===== config.mk =====
export PLATFORM = sky130hd
export DESIGN_NAME = wb_cmd_master
export DESIGN_NICKNAME = d
export VERILOG_FILES = /design/src/rtl/wb_cmd_master.sv
export SDC_FILE = /design/constraint.sdc
export NUM_CORES = 1
export LEC_CHECK = 0
export CAP_MARGIN = 20
export CORE_ASPECT_RATIO = 0.8
export CORE_UTILIZATION = 50
export CTS_CLUSTER_SIZE = 14
export DETAILED_ROUTE_END_ITERATION = 10
export DONT_BUFFER_PORTS = 1
export SETUP_SLACK_MARGIN = 0.15
export SYNTH_ARGS = -nofsm -noshare
export SYNTH_HDL_FRONTEND = slang
export SYNTH_SLANG_ARGS = --single-unit

===== constraint.sdc =====
create_clock -name clk_i -period 3.34 [get_ports clk_i]
set_input_delay 0.668 -clock clk_i [delete_from_list [all_inputs] [get_ports clk_i]]
set_output_delay 0.668 -clock clk_i [all_outputs]
set_load 0.02 [all_outputs]

===== src/rtl/wb_cmd_master.sv =====
// Single-outstanding Wishbone B4 pipelined initiator: one command in, one Wishbone
// cycle out (with stall, err/ack/rty and timeout handling), one response back.
module wb_cmd_master #(
  parameter int ADDR_WIDTH = 32,
  parameter int TIMEOUT    = 255,
  parameter int RETRY_MAX  = 3
) (
  input  logic                  clk_i,
  input  logic                  rst_n_i,
  output logic                  busy_o,

  input  logic                  cmd_valid_i,
  output logic                  cmd_ready_o,
  input  logic                  cmd_we_i,
  input  logic [ADDR_WIDTH-1:0] cmd_adr_i,
  input  logic [3:0]            cmd_sel_i,
  input  logic [31:0]           cmd_dat_i,

  output logic                  rsp_valid_o,
  input  logic                  rsp_ready_i,
  output logic [31:0]           rsp_dat_o,
  output logic [1:0]            rsp_status_o,

  output logic                  wb_cyc_o,
  output logic                  wb_stb_o,
  output logic                  wb_we_o,
  output logic [ADDR_WIDTH-1:0] wb_adr_o,
  output logic [3:0]            wb_sel_o,
  output logic [31:0]           wb_dat_o,
  input  logic                  wb_ack_i,
  input  logic                  wb_err_i,
  input  logic                  wb_rty_i,
  input  logic                  wb_stall_i,
  input  logic [31:0]           wb_dat_i
);

  typedef enum logic [1:0] {
    S_IDLE = 2'd0,
    S_REQ  = 2'd1,
    S_WAIT = 2'd2,
    S_RESP = 2'd3
  } state_t;

  localparam logic [1:0] ST_OK  = 2'b00;
  localparam logic [1:0] ST_ERR = 2'b01;
  localparam logic [1:0] ST_RTY = 2'b10;
  localparam logic [1:0] ST_TMO = 2'b11;

  localparam logic [16:0] TMO_LIMIT   = 17'(TIMEOUT);
  localparam logic [15:0] RETRY_LIMIT = 16'(RETRY_MAX);

  state_t      state;
  logic [15:0] tmo_cnt;
  logic [15:0] retry_cnt;
  logic [16:0] tmo_inc;

  logic        term_hit;
  logic        do_retry;
  logic [1:0]  term_status;
  logic [31:0] term_dat;

  assign cmd_ready_o = (state == S_IDLE);
  assign busy_o      = (state != S_IDLE);

  // tmo_inc is the number of REQ/WAIT cycles including the current one.
  assign tmo_inc = {1'b0, tmo_cnt} + 17'd1;

  // Termination decode; only meaningful while in REQ or WAIT.
  always_comb begin
    term_hit    = 1'b1;
    do_retry    = 1'b0;
    term_status = ST_OK;
    term_dat    = '0;
    if (wb_err_i) begin
      term_status = ST_ERR;
    end else if (wb_ack_i) begin
      term_status = ST_OK;
      term_dat    = wb_we_o ? 32'd0 : wb_dat_i;
    end else if (wb_rty_i) begin
      if (retry_cnt != RETRY_LIMIT) begin
        do_retry = 1'b1;
        term_hit = 1'b0;
      end else begin
        term_status = ST_RTY;
      end
    end else if (tmo_inc == TMO_LIMIT) begin
      term_status = ST_TMO;
    end else begin
      term_hit = 1'b0;
    end
  end

  always_ff @(posedge clk_i or negedge rst_n_i) begin
    if (!rst_n_i) begin
      state        <= S_IDLE;
      tmo_cnt      <= '0;
      retry_cnt    <= '0;
      wb_cyc_o     <= 1'b0;
      wb_stb_o     <= 1'b0;
      wb_we_o      <= 1'b0;
      wb_adr_o     <= '0;
      wb_sel_o     <= '0;
      wb_dat_o     <= '0;
      rsp_valid_o  <= 1'b0;
      rsp_dat_o    <= '0;
      rsp_status_o <= '0;
    end else begin
      case (state)
        S_IDLE: begin
          if (cmd_valid_i) begin
            wb_adr_o  <= cmd_adr_i;
            wb_sel_o  <= cmd_sel_i;
            wb_we_o   <= cmd_we_i;
            wb_dat_o  <= cmd_dat_i;
            wb_cyc_o  <= 1'b1;
            wb_stb_o  <= 1'b1;
            retry_cnt <= '0;
            tmo_cnt   <= '0;
            state     <= S_REQ;
          end
        end
        S_REQ, S_WAIT: begin
          tmo_cnt <= tmo_inc[15:0];
          if (term_hit) begin
            wb_cyc_o     <= 1'b0;
            wb_stb_o     <= 1'b0;
            rsp_valid_o  <= 1'b1;
            rsp_status_o <= term_status;
            rsp_dat_o    <= term_dat;
            state        <= S_RESP;
          end else if (do_retry) begin
            // cyc stays high across the re-issue so the slave sees one bus cycle
            retry_cnt <= retry_cnt + 16'd1;
            tmo_cnt   <= '0;
            wb_stb_o  <= 1'b1;
            state     <= S_REQ;
          end else if ((state == S_REQ) && !wb_stall_i) begin
            wb_stb_o <= 1'b0;
            state    <= S_WAIT;
          end
        end
        S_RESP: begin
          if (rsp_ready_i) begin
            rsp_valid_o <= 1'b0;
            state       <= S_IDLE;
          end
        end
        default: state <= S_IDLE;
      endcase
    end
  end

endmodule


==> out/metrics.csv <==
metric,value,unit
ys_seq_area_share,56.76,%
clock_latency,0.41,ns
synthSimpleGateAreaFrac,10.32,%
overflow,0,
powerDensity,1034,mW/mm2
violations,hold timing,
crit_fanout,32,
setup_viol,0,
drt_iter0_drc,221,
p_total,7.133,mW
status,"complete, but fails checks",
drive_gt1_share,23.02,%
synth-seq-cells,140,
numPortBuffers,0,
relSlewSlack,58.09,%
dieArea,0.01280,mm2
fin_ws,0.4500,ns
io_pins,217,
endpoint_kind,register,
track_usage,21.45,%
crit_path_start_kind,register,
gp_congestion,0.8194,
synth_top_family_by_area,compound AO/OA/AOI/OAI gates,
hp-class,in -> async,
drv_cap,0,
cts_buffers,17,
initial_core_util,52.40,%
cts_tree,done,
vias,4077,
ir_drop,0.5850,mV
vias_per_cell,6.131,
ys_top_cells_by_area,"dfrtp_1 (57%), mux2_2 (13%), a22o_1 (4.7%)",
clk_path_buf_depth,2,
synth_edf_count,0,
synth_cell_types,51,
cp.arrival,3.18,ns
syn_inst,508,
critical_path_required,3.63,ns
nFillCells,982,
synth_area_per_cell,12.15,um2
power_leakage,3.002,nW
yosys.area.top_type,dfrtp_1,
period_minus_slack,2.890,ns
worst_pin_slew,0.6264,ns
synthXorXnorAreaFrac,0.5676,%
wl_per_cell,20.63,um
drv_slew,0,
cts_num_sinks,140,
synthAdderAreaFrac,1.622,%
syn_to_final_growth,11.74,%
synthDominantCellAreaShare,56.76,%
path_clk_slew,0.06,ns
min_period_over_period,86.53,%
diodes,0,
ys.flop_type,dfrtp_1,
mostFrequentLayoutCells,"dfrtp_1 (140), mux2_2 (71), a22o_1 (33), o21ai_0 (30), nand2_1 (28)",
synth_compound_area_share,14.17,%
drc_errors,0,
setup-tns-final,0,ns
whs,-0.04670,ns
cts_htree_levels,4,
antenna_found_initial,0,
final_common_cell,dfrtp_1,
rsz0062_at_grt,false,
muxShareOfSynthArea,13.60,%
dieHeight,101.4,um
cts-root-buf,clkbuf_16,
grt_max_degree,141,
drt-total-wl,13720,um
die_w,126.2,um
syn_nets,625,
grt_pass1_wl,20980,um
post_cts_resized,0,
synth.yosys.warnings,0,
fin_nets,621,
coreArea,0.01178,mm2
grt_pass1_vias,4015,
max_freq,346.0,MHz
fin_worst_skew,0.01324,ns
synthArstFlopShare,100.0,%
cts_setup_buffers,0,
num_rows,35,
path_class,reg -> reg,
dp_worst_setup_slack,0.4512,ns
syn_area,0.006172,mm2
ant_nets,0,
dpl.hpwl,9449,um
hold_violations,140,
dr.pass1.iters,4,
cell type report:
cell class	count	area [um2]	share of cell area, %
well taps	148	185.2	2.685
clock buffers	18	429.2	6.223
multi-input cells	327	2495	36.18
inverters	12	45.04	0.6531
clock inverters	14	181.4	2.631
repair buffers	6	57.56	0.8345
flip-flops and latches	140	3503	50.80
registers in the layout, indices dropped and copies added (netlist names), 2 cells and up:
register / cells
rsp_dat_o: 32
wb_adr_o: 32
wb_dat_o: 32
retry_cnt: 16
tmo_cnt: 16
wb_sel_o: 4
rsp_status_o: 2
state: 2
cells in the mapped netlist (3+ instances only):
library cell / count
ha_1: 8
nor2b_1: 4
clkbuf_1: 15
nand3_1: 14
nor2_1: 18
a21o_1: 5
and2_1: 3
buf_6: 3
buf_1: 6
a31oi_1: 6
nand2b_1: 6
nand2_1: 29
o21ai_0: 30
o31ai_1: 18
mux2i_1: 4
buf_2: 5
o41ai_1: 4
a21oi_1: 13
and3_1: 6
nor4_1: 5
mux2_2: 71
nand4_1: 15
a22o_1: 33
dfrtp_1: 140
inv_1: 12
nor3_1: 7
cell families after synthesis:
family | Yosys count
xor gates and xnor gates | 4
AOI/OAI and AO/OA | 121
and+or+nand+nor | 119
buffers and inverters | 41
DFF | 140
muxes | 75
adders and majority gates | 8
where the power goes:
group / switching [mW] / total [mW] / leakage [nW] / internal [mW]
sequential: 1.26 / 3.58 / 1.79 / 2.33
clock: 0.743 / 1.93 / 0.285 / 1.19
combinational: 0.850 / 1.62 / 0.930 / 0.765
critical path, cell delays in order, from the launching register on:
cell and delay, ns:
dfrtp_1 0.45, ha_1 0.30, nand2_1 0.14, nor4_1 0.48, xor2_1 0.15, or4b_4 0.53
o21ai_4 0.22, nand2_4 0.23, a22o_1 0.27
path summary, 6_finish.rpt:
check / to / cells past startpoint / slack (ns) / startpoint
min in group clk_i: rsp_status_o[0] / 1 / 0.39 / wb_ack_i
worst max-delay path: rsp_dat_o[30] / 8 / 0.45 / tmo_cnt[0]
max in group asynchronous: wb_dat_o[27] / 0 / 3.19 / rst_n_i
worst min-delay path: rsp_dat_o[12] / 0 / -0.05 / rst_n_i
worst max register to register: rsp_dat_o[30] / 8 / 0.45 / tmo_cnt[0]
worst min register to register: retry_cnt[15] / 1 / 0.49 / retry_cnt[15]
per-layer routing:
metal  up-vias  GRT usage, %  share of wire, %
li1       1869             -                 -
met1      2000         26.67                42
met2       189         35.32                49
met3        19         7.237               7.4
met4         0         7.692               1.7
met5         -             0                 0
metrics by stage:
step | area (um2) | cells | util [%]
after floorplan | 6172 | 508 | -
after global placement | 6286 | 633 | 53.36
after detailed placement | 6286 | 633 | 53.36
after CTS | 6897 | 665 | 58.54
after global routing | 6897 | 665 | 58.54
final | 6897 | 665 | 58.54
Power figures use the tool's default switching activity.
